$ cat src/rtl/pcs_pkg.sv
// pcs_pkg: shared block codes and 64B/66B field constants for the PCS TX encoder.
package pcs_pkg;
    typedef enum logic [3:0] {
        IDLE, START, DATA,
        TERM0, TERM1, TERM2, TERM3, TERM4, TERM5, TERM6, TERM7,
        ERROR
    } blk_code_e;
    localparam logic [1:0] SYNC_DATA = 2'b10;
    localparam logic [1:0] SYNC_CTRL = 2'b01;
    localparam logic [6:0] CTRL_IDLE = 7'h00;
    localparam logic [6:0] CTRL_ERR = 7'h1E;
    localparam logic [7:0] TYPE_IDLE = 8'h1E;
    localparam logic [7:0] TYPE_START = 8'h78;
    // Indexed by the number of data bytes ahead of the terminate character.
    localparam logic [7:0][7:0] TERM_TYPES = {8'hFF, 8'hE1, 8'hD2, 8'hCC, 8'hB4, 8'hAA, 8'h99, 8'h87};
endpackage

$ cat src/rtl/pcs_block_encoder_mb_if.sv
// pcs_block_encoder_mb_if: MAC-side input beat and scrambler-side output beat of the block encoder.
interface pcs_block_encoder_mb_if #(parameter int NUM_BLOCKS = 1, parameter int CNT_W = 16);
    logic in_valid;
    logic in_ready;
    logic [64*NUM_BLOCKS-1:0] data_in;
    logic [8*NUM_BLOCKS-1:0] valid_bytes;
    logic [NUM_BLOCKS-1:0] err_in;
    logic out_valid;
    logic out_ready;
    logic [66*NUM_BLOCKS-1:0] block_out;
    logic [CNT_W-1:0] err_count;
    modport master(output in_valid, data_in, valid_bytes, err_in, out_ready,
                   input in_ready, out_valid, block_out, err_count);
    modport slave(input in_valid, data_in, valid_bytes, err_in, out_ready,
                  output in_ready, out_valid, block_out, err_count);
endinterface

$ cat src/rtl/pcs_blk_enc_lane.sv
// pcs_blk_enc_lane: classifies one 64-bit word against the running idle/data state and builds its 66b block.
module pcs_blk_enc_lane
    import pcs_pkg::*;
(
    input  logic        state_in,
    input  logic [63:0] data,
    input  logic [7:0]  mask,
    input  logic        err,
    output blk_code_e   code,
    output logic [65:0] block,
    output logic        state_out
);
    logic [2:0] k;
    logic run;
    logic [55:0] keep;
    logic [55:0] tdata;
    always_comb begin
        k = 3'($countones(mask));
        run = ((mask & (mask + 8'd1)) == 8'd0) && mask != 8'hFF;
        keep = '0;
        for (int j = 0; j < 7; j++) keep[8*j +: 8] = {8{mask[j]}};
        tdata = data[55:0] & keep;
        code = err ? ERROR :
               !state_in ? (mask == 8'h00 ? IDLE : mask == 8'hFE ? START : ERROR) :
               mask == 8'hFF ? DATA : run ? blk_code_e'(TERM0 + 4'(k)) : ERROR;
        block = code == DATA  ? {data, SYNC_DATA} :
                code == START ? {data[63:8], TYPE_START, SYNC_CTRL} :
                code == IDLE  ? {{8{CTRL_IDLE}}, TYPE_IDLE, SYNC_CTRL} :
                code == ERROR ? {{8{CTRL_ERR}}, TYPE_IDLE, SYNC_CTRL} :
                                {tdata, TERM_TYPES[k], SYNC_CTRL};
        state_out = code == START || code == DATA;
    end
endmodule

$ cat src/rtl/pcs_block_encoder_mb.sv
// pcs_block_encoder_mb: multi-block 64B/66B TX encoder with registered valid/ready output and /E/ counter.
module pcs_block_encoder_mb
    import pcs_pkg::*;
#(
    parameter int NUM_BLOCKS = 1,
    parameter int CNT_W = 16
) (
    input logic clk,
    input logic reset,
    pcs_block_encoder_mb_if.slave bus
);
    logic state;
    logic [NUM_BLOCKS:0] chain;
    blk_code_e code [NUM_BLOCKS];
    logic [66*NUM_BLOCKS-1:0] blk, block_q;
    logic [CNT_W-1:0] cnt;
    logic [CNT_W:0] nerr, sum;
    logic valid_q, accept;
    assign chain[0] = state;
    for (genvar i = 0; i < NUM_BLOCKS; i++) begin : g_lane
        pcs_blk_enc_lane u_lane (
            .state_in(chain[i]),
            .data(bus.data_in[64*i +: 64]),
            .mask(bus.valid_bytes[8*i +: 8]),
            .err(bus.err_in[i]),
            .code(code[i]),
            .block(blk[66*i +: 66]),
            .state_out(chain[i+1])
        );
    end
    always_comb begin
        nerr = '0;
        for (int i = 0; i < NUM_BLOCKS; i++) nerr = nerr + (CNT_W+1)'(code[i] == ERROR);
        sum = {1'b0, cnt} + nerr;
        accept = bus.in_valid && bus.in_ready;
    end
    always_ff @(posedge clk or posedge reset) begin
        if (reset) begin
            state <= 1'b0;
            valid_q <= 1'b0;
            block_q <= '0;
            cnt <= '0;
        end else if (accept) begin
            state <= chain[NUM_BLOCKS];
            valid_q <= 1'b1;
            block_q <= blk;
            cnt <= sum[CNT_W] ? '1 : sum[CNT_W-1:0];
        end else if (bus.out_ready) begin
            valid_q <= 1'b0;
        end
    end
    assign bus.in_ready = !valid_q || bus.out_ready;
    assign bus.out_valid = valid_q;
    assign bus.block_out = block_q;
    assign bus.err_count = cnt;
endmodule
$ cat src/flat_wrapper.sv
// flat-port wrapper written by rule: the top's interface ports become plain ports
module pcs_block_encoder_mb_flat import pcs_pkg::*;
#(
    parameter int NUM_BLOCKS = 1,
    parameter int CNT_W = 16
)
  (clk, reset, bus_in_valid, bus_data_in, bus_valid_bytes, bus_err_in, bus_out_ready, bus_in_ready, bus_out_valid, bus_block_out, bus_err_count);
  pcs_block_encoder_mb_if #(.NUM_BLOCKS(NUM_BLOCKS), .CNT_W(CNT_W)) bus_i ();
  input logic clk;
  input logic reset;
  input wire logic [$bits(bus_i.in_valid)-1:0] bus_in_valid;
  input wire logic [$bits(bus_i.data_in)-1:0] bus_data_in;
  input wire logic [$bits(bus_i.valid_bytes)-1:0] bus_valid_bytes;
  input wire logic [$bits(bus_i.err_in)-1:0] bus_err_in;
  input wire logic [$bits(bus_i.out_ready)-1:0] bus_out_ready;
  output wire logic [$bits(bus_i.in_ready)-1:0] bus_in_ready;
  output wire logic [$bits(bus_i.out_valid)-1:0] bus_out_valid;
  output wire logic [$bits(bus_i.block_out)-1:0] bus_block_out;
  output wire logic [$bits(bus_i.err_count)-1:0] bus_err_count;
  assign bus_i.in_valid = bus_in_valid;
  assign bus_i.data_in = bus_data_in;
  assign bus_i.valid_bytes = bus_valid_bytes;
  assign bus_i.err_in = bus_err_in;
  assign bus_i.out_ready = bus_out_ready;
  assign bus_in_ready = bus_i.in_ready;
  assign bus_out_valid = bus_i.out_valid;
  assign bus_block_out = bus_i.block_out;
  assign bus_err_count = bus_i.err_count;
  pcs_block_encoder_mb #(.NUM_BLOCKS(NUM_BLOCKS), .CNT_W(CNT_W)) u_core (.clk(clk), .reset(reset), .bus(bus_i));
endmodule
$ cat config.mk
export PLATFORM = sky130hd
export DESIGN_NAME = pcs_block_encoder_mb_flat
export DESIGN_NICKNAME = d
export VERILOG_FILES = /design/src/rtl/pcs_pkg.sv /design/src/rtl/pcs_block_encoder_mb_if.sv /design/src/rtl/pcs_blk_enc_lane.sv /design/src/rtl/pcs_block_encoder_mb.sv /design/src/flat_wrapper.sv
export SDC_FILE = /design/constraint.sdc
export NUM_CORES = 1
export LEC_CHECK = 0
export CAP_MARGIN = 10
export CORE_MARGIN = 2
export CORE_UTILIZATION = 49
export DETAILED_ROUTE_END_ITERATION = 7
export PLACE_DENSITY = 0.83
export SYNTH_ARGS = -nofsm -noshare
export SYNTH_HDL_FRONTEND = slang
export SYNTH_SLANG_ARGS = --single-unit
$ cat constraint.sdc
create_clock -name clk -period 5.75 [get_ports clk]
set_input_delay 0.8625 -clock clk [delete_from_list [all_inputs] [get_ports clk]]
set_output_delay 0.8625 -clock clk [all_outputs]
set_load 0.005 [all_outputs]
==> impl_metrics.csv <==
group,metric,value,unit
layout,fin_area,6744,sq um
yosys,synth.distinct_cells,51,
yosys,netlist_area,4657,sq um
worst_setup_path,endpoint,"u_core.bus.err_count[8]",
die,ios,161,
yosys,yosysSeqAreaShare,0.4514,
layout,fill_cells,679,
routing,wl_per_cell,18.57,microns
layout,final_cell_mix,"clkdlybuf4s50_1, dfrtp_1, nand2_1, inv_1, and2_1",
worst_setup_path,startpoint,"bus_valid_bytes[0]",
routing,vias,4583,
die,dieArea,10300,sq um
routing,wirelength,14860,microns
place,io_buffers,160,
clock_tree,cts_tree,"built",
global_route,grt_start_max_net_pins,44,
run,max_cap_violations,0,
run_status,status,"complete, no violations",
sta,hold_slack,0.4848,ns
layout,drive_above_1_share,0.1013,
clock_tree,root_buffer,"clkbuf_8",
clock_tree,cts_hold_buf,0,
power,p_int,1.093,mW
place,gp_congestion,0.9087,
yosys,synth_area_per_cell,9.504,sq um
yosys,netlist.area_leader.share,0.4514,
routing,drt-initial-drc-count,243,
worst_setup_path,r2r-start,"u_core.state",
clock_tree,h-tree-depth,3,
yosys,synth_ff_type,"dfrtp_1",
yosys,yosys_warnings,0,
sta,fmax,184.9,MHz
sta,finalCritPeriodShare,0.9404,
place,dp_hpwl,11050,microns
sta,drv_slew,0,
yosys,synth_edf_count,0,
worst_setup_path,end_kind,"flip-flop",
power,seqPwrFrac,0.442,
sta,finalSetupTns,0,ns
power,finalPower,1.563,mW
routing,drc,0,
worst_setup_path,reg2reg_depth,10,
global_route,grt_use_total,0.2907,
die,core,9240,sq um
sta,rsz0062_at_grt,"false",
worst_setup_path,r2r_end,"u_core.bus.err_count[8]",
global_route,grt_pass1_vias,4534,
worst_hold_path,hold_path_class,"flip-flop to flip-flop",
clock_tree,clock_latency,0.35,ns
worst_setup_path,critPathKind,"input pin to flip-flop",
layout,fin_cells,800,
global_route,antenna_found_initial,0,
die,start_util,0.5040,
die,die_h,101.5,microns
clock_tree,cts_buffers,9,
yosys,syn_nets,582,
sta,tightest_slew,0.7420,ns
yosys,ys_seq_elements,84,
global_route,grt_pass1_wl,23250,microns
worst_setup_path,arrival,5.65,ns
layout,regArea,2102,sq um
sta,fin_skew,0.008722,ns
layout,fin_nets,758,
layout,area_growth,44.81,%
yosys,synthCells,490,
place,numPlacedInstances,783,
sta,fin_crit,5.407,ns
power,ir_drop,168.8,uV
clock_tree,clk_pin_slew,0.09,ns
sta,slew_headroom,0.5048,
layout,multiInputGateArea,2291,sq um
yosys,synthArstFlopShare,1.000,
worst_setup_path,startpoint_type,"input pin",
power,comb_power_share,0.285,
layout,antenna_cells,0,
power,clock_power_share,0.273,
worst_setup_path,worstPathRequired,6.00,ns
sta,setup_viol,0,
routing,drt-pass1-iter-count,5,
clock_tree,cts.sinks,84,
power,p_leak,2.973,nW
die,die_x,101.5,microns
power,power.density,231.8,nW/um^2
power,p_sw_frac,0.3009,
worst_setup_path,crit_fanout,4,
yosys,yosys.area.top_type,"dfrtp_1",
power,switchingPower,470.4,uW
layout,layout_commonest_cell,"clkdlybuf4s50_1",
routing,routed_via_density,5.729,
worst_setup_path,r2r_slack,3.26,ns
global_route,grt-ovfl-total,0,
routing,final_antenna_net_count,0,
yosys,synth_area_leaders,"dfrtp_1, a221o_1, and2_1",
place,dpl_cell_area,6538,sq um
die,rows,35,
sta,final-hold-violation-count,0,
clock_tree,clk_path_buf_depth,2,
==> timing repair <==
action                                  in CTS  in global routing
endpoints found under the setup margin       0                  3
gates resized for setup                      0                  2
setup buffers                                0                  1
==> worst max-delay path, cell delays in order <==
cell             delay [ns]
clkdlybuf4s50_1        0.48
inv_1                  0.07
fa_1                   0.55
fa_1                   0.42
fa_1                   0.44
inv_1                  0.07
ha_1                   0.13
inv_1                  0.04
fa_1                   0.40
xnor2_2                0.27
ha_1                   0.21
a21oi_1                0.08
a311oi_2               0.30
o21ai_1                0.14
nor3_4                 0.17
ha_1                   0.20
nand4_1                0.13
buf_4                  0.18
nor2_1                 0.20
nand2_1                0.10
xor2_1                 0.15
nand2_1                0.07
==> registers in the layout, indices dropped and copies added (netlist names) <==
register / cells
u_core.bus.out_valid: 1
u_core.state: 1
u_core.bus.err_count: 16
u_core.bus.block_out: 66
==> layer usage <==
metal | routed length [microns] | global-route usage | up-vias
met5 | 0 | 0 | -
met4 | 453 | 0.1268 | 0
met3 | 1122 | 0.04417 | 36
met2 | 7113 | 0.4707 | 239
met1 | 6168 | 0.3897 | 2226
li1 | - | - | 2082
==> kinds of logic after synthesis <==
kind of cell / Yosys count / share of synthesized area
buf+inv: 67 / 0.05965
mux: 1 / 0.002955
fa+ha+maj: 15 / 0.04675
xor+xnor: 16 / 0.03735
simple gates: 185 / 0.2058
compound gates: 122 / 0.1961
flops: 84 / 0.4514
==> cells in the mapped netlist, drive strengths merged (2+ instances only) <==
cell and instances:
clkbuf 16, o21a 3, nor3 4, o21ai 39, and4 4, nand2b 2
dfrtp 84, a221o 25, and3 3, nand3b 2, a21oi 11, nand3 19
a22oi 3, fa 4, nor2 37, o22ai 4, xnor2 9, and2 37
ha 11, inv 42, nor3b 2, nand4 20, a21o 3, xor2 7
a211oi 7, buf 9, o211ai 21, nand2 51
==> power by group through the flow <==
stage	combinational, mW	sequential [mW]	clock [mW]
after floorplan	0.192	0.699	0
after global placement	0.428	0.698	0
after detailed placement	0.437	0.702	0
after CTS	0.440	0.690	0.429
after global routing	0.485	0.696	0.455
final	0.446	0.691	0.427
==> metrics by stage <==
step	worst slack, ns	util
final	0.3425	0.7299
after global routing	0.03000	0.7299
after CTS	0.2969	0.7282
after detailed placement	-0.06666	0.7075
after global placement	0.07825	0.7075
after floorplan	0.02846	-
==> worst min path at each step <==
stage / from / to / slack (ns) / cells past startpoint
detailed placement: u_core.bus.block_out[21] / u_core.bus.block_out[21] / 0.47 / 2
finish: u_core.bus.block_out[21] / u_core.bus.block_out[21] / 0.48 / 2
floorplan: u_core.bus.block_out[1] / u_core.bus.block_out[1] / 0.47 / 2
global placement: u_core.bus.block_out[21] / u_core.bus.block_out[21] / 0.46 / 2
CTS: u_core.bus.block_out[21] / u_core.bus.block_out[21] / 0.48 / 2
global route: u_core.bus.block_out[21] / u_core.bus.block_out[21] / 0.51 / 2
==> final cells by class <==
type | instances | area share
Clock buffer | 10 | 0.01892
Multi-Input combinational cell | 339 | 0.3397
Timing Repair Buffer | 190 | 0.2727
Inverter | 42 | 0.02356
Clock inverter | 6 | 0.009462
Sequential cell | 84 | 0.3117
Tap cell | 129 | 0.02393
(Power assumes the default switching activity.)
